### src/rtl/div_arbiter.sv
// Round-robin arbiter sharing one 16-bit signed iterative divider among NUM_REQ requesters.
// A zero divisor is trapped before issue and answered with a saturated result and div0 set.
module div_arbiter #(
    parameter int NUM_REQ = 4,
    parameter int IDX_W   = $clog2(NUM_REQ)
) (
    input  logic                  clk,
    input  logic                  rst_n,
    input  logic [NUM_REQ-1:0]    req,
    input  logic [16*NUM_REQ-1:0] dividend,
    input  logic [16*NUM_REQ-1:0] divisor,
    output logic [NUM_REQ-1:0]    done,
    output logic [15:0]           result,
    output logic                  div0,
    output logic                  busy,
    output logic [IDX_W-1:0]      grant_idx,
    output logic                  div_go,
    output logic [15:0]           div_dividend,
    output logic [15:0]           div_divisor,
    input  logic [15:0]           div_quotient,
    input  logic                  div_rdy
);

    // state | meaning
    // IDLE  | waiting for any request; arbitration and operand latch happen here
    // ISSUE | one-cycle div_go to the divider
    // WAIT  | waiting for div_rdy
    // RESP  | done pulse to the granted requester
    typedef enum logic [1:0] {S_IDLE, S_ISSUE, S_WAIT, S_RESP} state_t;

    state_t             r_state;
    state_t             w_next;
    logic [IDX_W-1:0]   r_ptr;
    logic [IDX_W-1:0]   r_grant;
    logic [15:0]        r_a;
    logic [15:0]        r_b;
    logic [15:0]        r_result;
    logic               r_div0;

    logic               w_any;
    logic [IDX_W-1:0]   w_sel;
    logic [15:0]        w_a;
    logic [15:0]        w_b;
    logic [15:0]        w_sat;
    logic [NUM_REQ-1:0] w_done;

    // Descending scan so the requester closest to the pointer wins.
    always_comb begin
        int idx;
        w_any = 1'b0;
        w_sel = '0;
        for (int k = NUM_REQ - 1; k >= 0; k--) begin
            idx = int'(r_ptr) + k;
            if (idx >= NUM_REQ) idx = idx - NUM_REQ;
            if (req[idx[IDX_W-1:0]]) begin
                w_any = 1'b1;
                w_sel = idx[IDX_W-1:0];
            end
        end
    end

    always_comb begin
        w_a = '0;
        w_b = '0;
        for (int i = 0; i < NUM_REQ; i++) begin
            if (w_sel == i[IDX_W-1:0]) begin
                w_a = dividend[i*16 +: 16];
                w_b = divisor[i*16 +: 16];
            end
        end
        w_sat = w_a[15] ? 16'h8000 : 16'h7FFF;
    end

    always_ff @(posedge clk or negedge rst_n) begin
        if (!rst_n) r_state <= S_IDLE;
        else        r_state <= w_next;
    end

    always_comb begin
        w_next = r_state;
        w_done = '0;
        case (r_state)
            S_IDLE: begin
                if (w_any) w_next = (w_b == 16'd0) ? S_RESP : S_ISSUE;
            end
            S_ISSUE: w_next = S_WAIT;
            S_WAIT: begin
                if (div_rdy) w_next = S_RESP;
            end
            S_RESP: begin
                w_done[r_grant] = 1'b1;
                w_next          = S_IDLE;
            end
            default: w_next = S_IDLE;
        endcase
    end

    always_ff @(posedge clk or negedge rst_n) begin
        if (!rst_n) begin
            r_ptr    <= '0;
            r_grant  <= '0;
            r_a      <= '0;
            r_b      <= '0;
            r_result <= '0;
            r_div0   <= 1'b0;
        end else begin
            case (r_state)
                S_IDLE: begin
                    if (w_any) begin
                        r_grant <= w_sel;
                        r_a     <= w_a;
                        r_b     <= w_b;
                        if (w_b == 16'd0) begin
                            r_result <= w_sat;
                            r_div0   <= 1'b1;
                        end
                    end
                end
                S_WAIT: begin
                    if (div_rdy) begin
                        r_result <= div_quotient;
                        r_div0   <= 1'b0;
                    end
                end
                S_RESP: begin
                    r_ptr <= (r_grant == IDX_W'(NUM_REQ - 1)) ? '0 : r_grant + 1'b1;
                end
                default: ;
            endcase
        end
    end

    assign done         = w_done;
    assign result       = r_result;
    assign div0         = r_div0;
    assign busy         = (r_state != S_IDLE);
    assign grant_idx    = r_grant;
    assign div_go       = (r_state == S_ISSUE);
    assign div_dividend = r_a;
    assign div_divisor  = r_b;

endmodule

### config.mk
export PLATFORM = sky130hd
export DESIGN_NAME = div_arbiter
export DESIGN_NICKNAME = d
export VERILOG_FILES = /design/src/rtl/div_arbiter.sv
export SDC_FILE = /design/constraint.sdc
export NUM_CORES = 1
export LEC_CHECK = 0
export CORE_UTILIZATION = 43
export CTS_CLUSTER_SIZE = 16
export DETAILED_ROUTE_END_ITERATION = 16
export HOLD_SLACK_MARGIN = 0.1
export PLACE_DENSITY = 0.91
export SLEW_MARGIN = 20
export SYNTH_ARGS = -nofsm -noshare
export SYNTH_HDL_FRONTEND = slang
export SYNTH_SLANG_ARGS = --single-unit
### constraint.sdc
create_clock -name clk -period 9.2 [get_ports clk]
set_input_delay 1.38 -clock clk [delete_from_list [all_inputs] [get_ports clk]]
set_output_delay 1.38 -clock clk [all_outputs]
set_load 0.05 [all_outputs]
==> out/qor.yml, run 1 <==
finalSetupViolCount: 0
p_leak_uw: 0.00250
place_congestion: 0.904
grt_first_pass_wirelength_um: 20500
post_cts_resized: 0
power_switching_uw: 1000
drive_above_1_share: 0.156
final_max_slew_viol_count: 0
mostFrequentLayoutCells: "206 x clkdlybuf4s50_1, 55 x dfrtp_1, 49 x nand2_1, 49 x o21ai_0, 42 x mux2_2"
fin_worst_skew_ps: 16.5
gr-usage-all-layers: 0.274
ir_worst_vdd_mv: 0.188
ctsLongestPathBuffers: 2
cts-hold-fix-buffers: 0
r2r_start: "r_ptr[1]"
syn_nets: 532
cp.arrival_ps: 4780
relSlewSlack: 0.338
syn_area_sq_um: 3880
place_hpwl_um: 9690
vias: 3852
firstDrtPassIters: 4
worstHoldPathType: "reg2reg"
postCtsSetupBuffers: 0
intPower_uw: 937
min_to: "div_dividend[8]"
crit_path_start_kind: "input port"
whs_path_depth: 2
drt_iter0_drc: 187
combPwrFrac: 0.702
ys_seq_elements: 55
use_met3: 0.0665
start_util: 0.445
fp.dieH_um: 97.0
avgSynthCellArea_sq_um: 10.4
critPathSlowestCell: "mux4_1"
use_met1: 0.312
post_drt_wl_per_cell_um: 18.9
cts_root_buf: "clkbuf_8"
drcViolationCount: 0
detail-route-antenna-nets: 0
path_buf_inv: 2
fin_crit_sh: 0.492
timing.fmax_mhz: 221
overflow: 0
fp.dieArea_sq_um: 9410
seq_power_share: 0.227
syn_to_final_growth_pct: 56.8
setup.worst_path.end_class: "flip-flop"
rows: 34
r2r_setup_slack_ps: 5760
nets: 717
cts_tree: "yes"
synth_cells: 372
pin_count: 208
clkTransAtPathRegs_ps: 110
clock_sinks: 55
layout_commonest_cell: "clkdlybuf4s50_1"
io_buffers: 207
path_class: "in2reg"
powerDensity_nw_per_um2: 319
r2r-end: "result[10]"
die_w_um: 97.0
clk_latency_ps: 310
antenna_found_initial: 1
synth_edf_count: 0
reg2regPathDepth: 9
drv_cap: 0
grt_pass1_vias: 4038
ys_types: 40
min_period_ps: 4530
clockPowerShare: 0.071
crit_start: "req[3]"
async_reset_ff_frac: 1.00
finalHoldViolCount: 0
setup_tns_ps: 0
grt_util_met2: 0.492
crit_family: "simple AND/OR/NAND/NOR gates"
cp.required_ps: 9450
synthFlopType: "dfrtp_1"
grt_max_degree: 56
status: "finished clean"
crit_path_cell_trace: "clkdlybuf4s50_1 -> and3b_1 -> o21ai_2 -> nand3_2 -> buf_4 -> mux4_1 -> nor4_2 -> nand4_4 -> mux2_2 -> nand3_1"
cts_buffers: 5
core_sq_um: 8720
top_usage_layer: "met2"
synth-seq-area-share: 0.355
rsz0062_at_grt: "no"
critPathMaxFanout: 49
finalPower_uw: 1940
min-delay-start: "div_dividend[8]"
vias_per_cell: 5.78
hold_slack_ps: 495
cts-htree-levels: 2
totalWireLength_um: 12600
p_sw_frac: 0.517
critPathMaxStageDelay_ps: 650
tightestPinTransition_ps: 990
yosys_warnings: 0
-- stage by stage --
step	utilization	setup WS, ps	std cells	cell area (sq um)
after floorplan	-	5350	372	3880
after global placement	0.687	4450	658	5990
after detailed placement	0.687	4350	658	5990
after CTS	0.697	4320	665	6080
after global routing	0.698	4500	666	6080
final	0.698	4670	666	6080
-- flip-flops by register name (all words and copies together) (netlist names) --
| name | flops |
|---|---|
| grant_idx | 2 |
| div_dividend | 16 |
| result | 16 |
| div0 | 1 |
| r_ptr | 2 |
| r_state | 2 |
| div_divisor | 16 |
-- worst max-delay path by stage --
| stage | endpoint | slack [ps] | cells past startpoint |
|---|---|---|---|
| after global routing | result[10] | 4500 | 10 |
| after CTS | busy | 4320 | 4 |
| after detailed placement | result[10] | 4350 | 10 |
| after floorplan | result[1] | 5350 | 9 |
| after global placement | result[7] | 4450 | 10 |
| final | result[10] | 4670 | 10 |
-- layout make-up --
type	instances	area, sq um
repair buffers	210	2090
flip-flops and latches	55	1380
well taps	108	135
inverters	8	30.0
fillers	636	2640
clock buffers	6	82.6
diodes	1	2.50
multi-input cells	277	2360
clock inverters	1	5.00
-- synthesized netlist by cell type, drive strengths merged, types with 2 or more instances --
cell,count,area share
clkinv,2,0.0019
nor4,5,0.017
nand2,49,0.047
nand4,17,0.031
nand2b,2,0.0032
o2111ai,15,0.034
buf,6,0.010
mux2i,18,0.046
nor2,5,0.0048
o21ai,53,0.069
ha,9,0.029
a21oi,4,0.0052
clkbuf,26,0.025
mux4,16,0.10
nand3,17,0.032
dfrtp,55,0.35
a211oi,2,0.0039
inv,6,0.0058
and2,6,0.0097
mux2,49,0.15
-- power by group through the flow --
stage / combinational, uW / sequential (uW) / clock, uW
global placement: 1320 / 436 / 0
floorplan: 584 / 781 / 0
finish: 1360 / 440 / 137
detailed placement: 1360 / 444 / 0
global route: 1450 / 454 / 150
CTS: 1370 / 440 / 141
-- per-layer routing --
layer	routed length (um)	part of all wire	vias up
met1	4560	0.36	1843
met3	981	0.078	31
met5	0	0	-
met2	6660	0.53	210
li1	-	-	1768
met4	369	0.029	0
-- worst register-to-register path: cells and delay by family, from the launching register on --
family / cells / cell delay (ps)
and+or+nand+nor: 4 / 960
muxes: 2 / 930
buffers and inverters: 1 / 570
AOI/OAI and AO/OA: 2 / 490
DFF: 1 / 460
-- cell families after synthesis --
logic type	synth area share
AOI/OAI and AO/OA	0.125
adders and majority gates	0.0290
buffers and inverters	0.0432
DFF	0.355
muxes	0.295
and+or+nand+nor	0.153
(Power assumes the default switching activity.)
==> inputs of run 2 (changes only) <==
--- a/config.mk
+++ b/config.mk
@@ -5,11 +5,11 @@
 export SDC_FILE = /design/constraint.sdc
 export NUM_CORES = 1
 export LEC_CHECK = 0
-export CORE_UTILIZATION = 43
+export CORE_UTILIZATION = 36
 export CTS_CLUSTER_SIZE = 16
 export DETAILED_ROUTE_END_ITERATION = 16
 export HOLD_SLACK_MARGIN = 0.1
-export PLACE_DENSITY = 0.91
+export PLACE_DENSITY = 0.82
 export SLEW_MARGIN = 20
 export SYNTH_ARGS = -nofsm -noshare
 export SYNTH_HDL_FRONTEND = slang
==> constraint.sdc (replaced) <==
create_clock -name clk -period 3.9 [get_ports clk]
set_input_delay 0.585 -clock clk [delete_from_list [all_inputs] [get_ports clk]]
set_output_delay 0.585 -clock clk [all_outputs]
set_load 0.05 [all_outputs]
==> out/qor.yml, run 2 (synthesized netlist as in run 1, its figures left out) <==
fin_worst_skew_ps: 12.3  # -4.20 ps
drive_above_1_share: 0.163  # +0.00693
tightestPinTransition_ps: 917  # -72.7 ps
clkTransAtPathRegs_ps: 110  # about the same
setup_tns_ps: 0  # unchanged
clk_latency_ps: 310  # about the same
grt_max_degree: 37  # -34%
fin_crit_sh: 0.881
min_period_ps: 3430
nFillCells: 890  # +40%
mostFrequentLayoutCells: "206 x clkdlybuf4s50_1, 55 x dfrtp_1, 49 x nand2_1, 49 x o21ai_0, 42 x mux2_2"
post_cts_resized: 0  # unchanged
num_antenna_cells: 0  # -1
place_hpwl_um: 9470  # -2.2%
place_congestion: 0.880  # -2.7%
start_util: 0.374  # -0.0708
dpl_cell_area_sq_um: 6080  # +1.5%
vias_per_cell: 5.38  # -7.0%
rsz0062_at_grt: "no"
final_max_slew_viol_count: 0  # unchanged
finalPower_uw: 4570  # +140%
crit_path_cell_trace: "clkdlybuf4s50_1 -> and3b_1 -> o21ai_2 -> nand3_2 -> buf_12 -> mux4_1 -> nor4_2 -> nand4_4 -> mux2_2 -> nand3_1"
setup.worst_path.end_class: "flip-flop"
nets: 723  # +0.84%
fp.dieH_um: 106  # +9.1%
syn_to_final_growth_pct: 59.0
antenna_found_initial: 0  # -1
drt_iter0_drc: 130  # -30%
layout_commonest_cell: "clkdlybuf4s50_1"
postCtsSetupBuffers: 0  # unchanged
drcViolationCount: 0  # unchanged
firstDrtPassIters: 4  # unchanged
fp.dieArea_sq_um: 11200  # +19%
powerDensity_nw_per_um2: 741  # +130%
ctsLongestPathBuffers: 2  # unchanged
vias: 3765  # -2.3%
path_class: "in2reg"
overflow: 0  # unchanged
cp.arrival_ps: 3680  # -1100 ps
finalHoldViolCount: 0  # unchanged
crit_family: "simple AND/OR/NAND/NOR gates"
grt_first_pass_wirelength_um: 19500  # -4.5%
cp.required_ps: 4150  # -5300 ps
finalSetupViolCount: 0  # unchanged
rows: 37  # +8.8%
critPathMaxFanout: 18  # -63%
critPathMaxStageDelay_ps: 560  # -90 ps
worstHoldPathType: "in2async"
relSlewSlack: 0.386  # +0.0486
totalWireLength_um: 12100  # -3.4%
core_sq_um: 10400  # +19%
cts_tree: "yes"
post_drt_wl_per_cell_um: 17.4  # -8.1%
io_buffers: 207  # unchanged
p_leak_uw: 0.00253  # +1.2%
crit_path_start_kind: "input port"
grt_pass1_vias: 3979  # -1.5%
finalInstanceArea_sq_um: 6170  # +1.4%
gr-usage-all-layers: 0.220  # -0.0536
critPathSlowestCell: "clkdlybuf4s50_1"
dp.cells: 692  # +5.2%
detail-route-antenna-nets: 0  # unchanged
pin_count: 208  # unchanged
status: "finished clean"
cts-hold-fix-buffers: 0  # unchanged
cts-htree-levels: 2  # unchanged
cts_root_buf: "clkbuf_8"
die_w_um: 106  # +9.1%
finalNonFillerCells: 700  # +5.1%
clock_sinks: 55  # unchanged
ir_worst_vdd_mv: 0.385  # +100%
cts_buffers: 5  # unchanged
drv_cap: 0  # unchanged
timing.fmax_mhz: 291
fin_util: 0.595  # -0.103
path_buf_inv: 2  # unchanged
[run 2: cell count changes in the layout (fill, tap and decap cells not counted)]
cell        delta
ha_1           +1
clkbuf_8       -1
ha_2           -1
clkinvlp_4     +1
buf_12         +1
clkbuf_1       +1
buf_4          +5
diode_2        -1
[run 2: report_power, final]
group	switching, uW	total (uW)	internal [uW]
combinational	1960	3220	1260
clock	193	319	126
sequential	188	1030	844
[run 2: final cells by class]
class	count	area, sq um	area share
multi-input combinational	277	2360	0.383
sequential	55	1380	0.223
timing repair buffer	216	2150	0.348
clock inverter	2	12.5	0.00203
clock buffer	6	72.6	0.0118
tap	136	170	0.0276
inverter	8	30.0	0.00487
[run 2: worst paths after layout]
| kind | from | to | slack [ps] | cells after the start |
|---|---|---|---|---|
| max | req[3] | result[10] | 470 | 10 |
| min | rst_n | div_divisor[5] | 300 | 1 |
| max reg2reg | r_ptr[1] | result[10] | 730 | 9 |
| min reg2reg | div_dividend[6] | div_dividend[6] | 490 | 2 |
| max in group asynchronous | rst_n | grant_idx[1] | 2790 | 2 |
| min in group clk | div_dividend[6] | div_dividend[6] | 490 | 2 |
[run 2: routing by layer]
| metal | share of wire | global-route usage |
|---|---|---|
| met1 | 0.37 | 0.242 |
| met4 | 0.025 | 0.0764 |
| met3 | 0.078 | 0.0612 |
| met2 | 0.53 | 0.404 |
| met5 | 0 | 0 |
[run 2: stage by stage]
stage / setup WS (ps) / hold WS (ps)
2_1_floorplan: 843 / 289
3_3_place_gp: 266 / 462
3_5_place_dp: 157 / 473
4_1_cts: 451 / 317
5_1_grt: 277 / 351
6_report: 465 / 303
